`src/rtl/cic_ctrl_pkg.sv`:
```
// rtl/cic_ctrl_pkg.sv - shared types and defaults for the CIC sample controller
package cic_ctrl_pkg;

  typedef enum logic [1:0] {
    IDLE   = 2'd0,
    SETTLE = 2'd1,
    RUN    = 2'd2,
    DRAIN  = 2'd3
  } state_t;

  localparam int DEFAULT_SETTLE_SAMPLES = 3;
  localparam int DEFAULT_FIFO_DEPTH     = 4;

  function automatic logic [15:0] sat_inc16(input logic [15:0] v);
    return (v == 16'hFFFF) ? v : v + 16'd1;
  endfunction

endpackage

```
`src/rtl/cic_sample_fifo.sv`:
```
// rtl/cic_sample_fifo.sv - first-word-fall-through sample buffer with synchronous flush
module cic_sample_fifo #(
  parameter int WIDTH = 25,
  parameter int DEPTH = 4
) (
  input  logic             clk,
  input  logic             reset_n,
  input  logic             flush,
  input  logic             push,
  input  logic             pop,
  input  logic [WIDTH-1:0] wdata,
  output logic [WIDTH-1:0] rdata,
  output logic             full,
  output logic             empty,
  output logic             one_left
);

  localparam int AW = $clog2(DEPTH);

  logic [AW:0]      wr_ptr;
  logic [AW:0]      rd_ptr;
  logic [AW:0]      level;
  logic [WIDTH-1:0] mem [DEPTH];
  logic             wr_en;
  logic             rd_en;

  // Pointers carry one extra wrap bit so full and empty are distinguishable.
  assign level    = wr_ptr - rd_ptr;
  assign empty    = (level == '0);
  assign full     = (level == (AW+1)'(DEPTH));
  assign one_left = (level == (AW+1)'(1));

  // A push into a full buffer only lands when the head leaves on the same edge.
  assign rd_en = pop && !empty;
  assign wr_en = push && (!full || rd_en);

  assign rdata = empty ? '0 : mem[rd_ptr[AW-1:0]];

  always_ff @(posedge clk or negedge reset_n) begin
    if (!reset_n) begin
      wr_ptr <= '0;
      rd_ptr <= '0;
    end else if (flush) begin
      wr_ptr <= '0;
      rd_ptr <= '0;
    end else begin
      if (wr_en) wr_ptr <= wr_ptr + 1'b1;
      if (rd_en) rd_ptr <= rd_ptr + 1'b1;
    end
  end

  always_ff @(posedge clk) begin
    if (wr_en && !flush) mem[wr_ptr[AW-1:0]] <= wdata;
  end

endmodule

```
`src/rtl/cic_sample_ctrl.sv`:
```
// rtl/cic_sample_ctrl.sv - CIC decimator sequencing: clear/release, settle discard, sample capture
module cic_sample_ctrl
  import cic_ctrl_pkg::*;
#(
  parameter int DECIMATION_FACTOR = 256,
  parameter int NUMBITS           = 3*$clog2(DECIMATION_FACTOR)+1,
  parameter int SETTLE_SAMPLES    = DEFAULT_SETTLE_SAMPLES,
  parameter int FIFO_DEPTH        = DEFAULT_FIFO_DEPTH
) (
  input  logic               clk,
  input  logic               reset_n,
  input  logic               start,
  input  logic               stop,
  input  logic [15:0]        num_samples,
  input  logic [NUMBITS-1:0] cic_out,
  input  logic               cic_stb,
  output logic               cic_clear_n,
  output logic [NUMBITS-1:0] data_out,
  output logic               data_valid,
  input  logic               data_ready,
  output logic               busy,
  output logic               done,
  output logic               overflow,
  output logic [15:0]        sample_count
);

  localparam int SW = $clog2(SETTLE_SAMPLES+1);

  state_t          state_q, state_d;
  logic [SW-1:0]   settle_q, settle_d;
  logic [15:0]     count_d;
  logic [15:0]     num_q, num_d;
  logic            ovf_d;
  logic            clear_n_d;
  logic            done_d;
  logic            push;
  logic            pop;
  logic            flush;
  logic            fifo_full;
  logic            fifo_empty;
  logic            fifo_one_left;

  assign pop        = !fifo_empty && data_ready;
  assign data_valid = !fifo_empty;
  assign busy       = (state_q != IDLE);

  always_comb begin
    state_d  = state_q;
    settle_d = settle_q;
    count_d  = sample_count;
    num_d    = num_q;
    ovf_d    = overflow;
    push     = 1'b0;
    flush    = 1'b0;
    done_d   = 1'b0;
    case (state_q)
      IDLE: begin
        if (start && !stop) begin
          flush    = 1'b1;
          ovf_d    = 1'b0;
          count_d  = '0;
          settle_d = '0;
          num_d    = num_samples;
          state_d  = SETTLE;
        end
      end
      SETTLE: begin
        if (stop) begin
          state_d = DRAIN;
        end else if (cic_stb) begin
          settle_d = settle_q + 1'b1;
          if (settle_q == SW'(SETTLE_SAMPLES-1)) state_d = RUN;
        end
      end
      RUN: begin
        if (stop) begin
          state_d = DRAIN;
        end else if (cic_stb) begin
          push    = 1'b1;
          count_d = sat_inc16(sample_count);
          if (fifo_full && !pop) ovf_d = 1'b1;
          if ((num_q != 16'd0) && (count_d == num_q)) state_d = DRAIN;
        end
      end
      DRAIN: begin
        // Leave on the edge that removes the last entry so done lines up with busy falling.
        if (fifo_empty || (fifo_one_left && pop)) begin
          state_d = IDLE;
          done_d  = 1'b1;
        end
      end
      default: state_d = IDLE;
    endcase
    clear_n_d = (state_d == SETTLE) || (state_d == RUN);
  end

  always_ff @(posedge clk or negedge reset_n) begin
    if (!reset_n) begin
      state_q      <= IDLE;
      settle_q     <= '0;
      sample_count <= '0;
      num_q        <= '0;
      overflow     <= 1'b0;
      cic_clear_n  <= 1'b0;
      done         <= 1'b0;
    end else begin
      state_q      <= state_d;
      settle_q     <= settle_d;
      sample_count <= count_d;
      num_q        <= num_d;
      overflow     <= ovf_d;
      cic_clear_n  <= clear_n_d;
      done         <= done_d;
    end
  end

  cic_sample_fifo #(
    .WIDTH (NUMBITS),
    .DEPTH (FIFO_DEPTH)
  ) u_fifo (
    .clk      (clk),
    .reset_n  (reset_n),
    .flush    (flush),
    .push     (push),
    .pop      (pop),
    .wdata    (cic_out),
    .rdata    (data_out),
    .full     (fifo_full),
    .empty    (fifo_empty),
    .one_left (fifo_one_left)
  );

endmodule

```
`config.mk`:
```
export PLATFORM = sky130hd
export DESIGN_NAME = cic_sample_ctrl
export DESIGN_NICKNAME = d
export VERILOG_FILES = /design/src/rtl/cic_ctrl_pkg.sv /design/src/rtl/cic_sample_fifo.sv /design/src/rtl/cic_sample_ctrl.sv
export SDC_FILE = /design/constraint.sdc
export NUM_CORES = 1
export LEC_CHECK = 0
export CELL_PAD_IN_SITES_DETAIL_PLACEMENT = 1
export CELL_PAD_IN_SITES_GLOBAL_PLACEMENT = 1
export CORE_UTILIZATION = 40
export DETAILED_ROUTE_END_ITERATION = 8
export MAX_ROUTING_LAYER = met4
export PLACE_DENSITY_LB_ADDON = 0.1
export SYNTH_ARGS = -nofsm -noshare
export SYNTH_HDL_FRONTEND = slang
export SYNTH_SLANG_ARGS = --single-unit
```
`constraint.sdc`:
```
create_clock -name clk -period 2.8 [get_ports clk]
set_input_delay 0.84 -clock clk [delete_from_list [all_inputs] [get_ports clk]]
set_output_delay 0.84 -clock clk [all_outputs]
set_load 0.02 [all_outputs]
```
==> metrics.txt <==
Peak VDD IR=0.564 mV; largest net degree at the start of global routing=28; grt total ovfl=0; pwr dens=1120 nW/um2; worst slew pin tran=603 ps; dominant synthesized flop cell=edfxtp_1; crit path kind=reg -> out; Clock Skews=9.15 ps; synth warn=0; First-pass DRT Iterations=4; post-route setup TNS=-11090 ps; Slew headroom=59.8%; total die area=17000 um2; EDFF count, synth=100; gr busiest metal=met2; critical path fanouts, max=7; H-tree depth=4; filler instances=1605; crit share post-route=118%; setup repair after global routing missed its margin=true; RR Startpoint=u_fifo.rd_ptr[0]; worst-case clock buffer depth=2; WL final=16900 um; max cap viols=0; met1 GRT Util=26.1%; final worst slack=-501 ps; gpl congestion=0.822; register bit count reported by yosys=145; insertion delay to the later sink of the worst-skew pair=430 ps; cell area after synthesis=6590 um2; Via Count=4532; Final HPWL DP=11100 um; status=complete, but fails checks; clock tree from TritonCTS=yes; asr flop ratio synth=31.0%; final std cells w/o fill=855; Mapped Cells=494; Routed Antenna Nets=0; Final Slew Violations=0; I/O Buffers=92; layout net count=682; syn_nets=550; FF-to-FF path depth=13; Area Overhead vs Synth=34.6%; crit path time final=3300 ps; GR Util met2=37.8%; syn avg cell area=13.3 um2; Vias/cell=5.30; first-pass GRT wire length=26400 um; commonest non-fill, non-tap cell in the layout=edfxtp_1; Clock Pin Slew Worst Setup and Hold Paths=60 ps; die width=130 um; CP endpoint kind=output pin; all-layer global routing usage=22.2%; layout cells sized above 1=28.0%; met3 Use GR=4.26%; Critical R2R Capture=u_fifo.wr_ptr[2]; Die H=130 um; placed insts=815; hold buffers post-CTS=0; Final Util=55.4%; static leakage=3.34 nW; CTS Buf Count=17; CORE AREA=16000 um2; sequential-to-total area share from yosys stat=62.7%; Final Hold Fails=0; commonest non-fill, non-tap cells in the layout=edfxtp_1 (100), nand2_1 (75), clkdlybuf4s50_1 (65), dfrtp_1 (44), buf_4 (38); Site Rows=46; critical path required time=1960 ps; starting density of the core=41.2%; library cells used by synthesis=51; ant diodes=0; CP Launch Point=u_fifo.rd_ptr[0]; Root Buffer=clkbuf_16; DRC viols=0; vias in the first global route=4859; CP startpoint kind=register; Max Fclk=303 MHz; Sink Count=145; Place WS=-441 ps; first-iteration detailed-routing DRC count=242; Final setup viols=26; initial antenna violation count=0; Critical Path AT=2460 ps; flop-to-flop setup slack=90 ps; wire per inst=19.8 um; worst min-delay path category=in -> async; failing checks=setup timing; Top Ports=93
## area by class of cell
type / instances / area (um2) / area share [%]
clock buffers: 17 / 425 / 4.80
flip-flops and latches: 145 / 4130 / 46.6
well taps: 216 / 270 / 3.05
inverters: 10 / 37.5 / 0.423
multi-input cells: 312 / 2410 / 27.1
repair buffers: 140 / 1430 / 16.1
clock inverters: 15 / 173 / 1.95
## logic make-up after synthesis
logic type | count (synthesis) | share of synthesized area (%)
XOR/XNOR | 20 | 2.66
adder cells (fa/ha/maj) | 9 | 1.82
AO/OA/AOI/OAI | 67 | 6.84
buffers and inverters | 37 | 2.37
multiplexers | 34 | 9.93
AND/OR/NAND/NOR | 182 | 13.7
flip-flops | 145 | 62.7
## state kept, by name, indices dropped and copies added (netlist names)
signal,cells
done,1
u_fifo.mem,100
sample_count,16
settle_q,2
u_fifo.wr_ptr,3
u_fifo.rd_ptr,3
num_q,16
state_q,2
cic_clear_n,1
overflow,1
## through the flow
| stage | hold WS (ps) | area, um2 | total power [mW] |
|---|---|---|---|
| after floorplan | 473 | 6640 | 5.26 |
| after global placement | 496 | 8060 | 6.71 |
| after detailed placement | 510 | 8060 | 6.85 |
| after CTS | 426 | 8890 | 10.1 |
| after global routing | 434 | 8870 | 10.5 |
| final | 416 | 8870 | 9.94 |
## worst max-delay path, stage by stage, from the launching register on
cell and delay, ps:
dfrtp_2 420, ha_4 160, fa_2 330, xor2_1 160, xnor2_1 240, nand3_2 160
buf_6 180, buf_16 130, and2_4 130, buf_6 120
## worst max path at each step
| stage | cells past startpoint | slack, ps | to |
|---|---|---|---|
| global route | 9 | -620 | data_out[16] |
| floorplan | 9 | -10 | data_out[10] |
| global placement | 8 | -330 | data_out[10] |
| finish | 9 | -500 | data_out[15] |
| CTS | 9 | -510 | data_out[12] |
| detailed placement | 8 | -440 | data_out[10] |
## per-layer routing
layer | share of wire (%) | wire (um)
met4 | 1.5 | 255
met1 | 43 | 7200
met3 | 3.2 | 536
met2 | 53 | 8890
met5 | 0 | 0
## what timing repair did
| action | in CTS | in global routing |
|---|---|---|
| resized for setup | 182 | 5 |
| setup endpoints to repair | 26 | 43 |
| endpoints found under the hold margin | 0 | 0 |
| pin swaps | 4 | 3 |
| cloned | 3 | 0 |
| buffers inserted | 6 | 1 |
## Yosys cell counts, types with 3 or more instances
cell type / number / area, um2
a21oi_1: 8 / 40.0
ha_1: 8 / 100
nand3_1: 9 / 45.0
a22o_1: 3 / 26.3
nand4_1: 9 / 56.3
xor2_1: 9 / 78.8
nand2b_1: 3 / 18.8
clkbuf_1: 15 / 56.3
nor3_1: 11 / 55.1
nand2_1: 75 / 282
buf_2: 8 / 40.0
o21ai_0: 21 / 105
and2_1: 31 / 194
nor4_1: 6 / 37.5
a21o_1: 3 / 22.5
dfrtp_1: 45 / 1130
inv_1: 10 / 37.5
nor2_1: 21 / 78.8
o31ai_1: 5 / 37.5
buf_1: 3 / 11.3
and3_1: 7 / 43.8
edfxtp_1: 100 / 3000
xnor2_1: 11 / 96.3
mux2i_1: 8 / 80.1
mux4_2: 25 / 563
a31oi_1: 8 / 50.1
## report_power, final
group / leakage (nW) / total (mW) / internal, mW / switching, mW
Sequential: 1.48 / 2.84 / 2.59 / 0.248
Combinational: 1.58 / 4.79 / 2.58 / 2.21
Clock: 0.283 / 2.31 / 1.34 / 0.970
(Power assumes the default switching activity.)
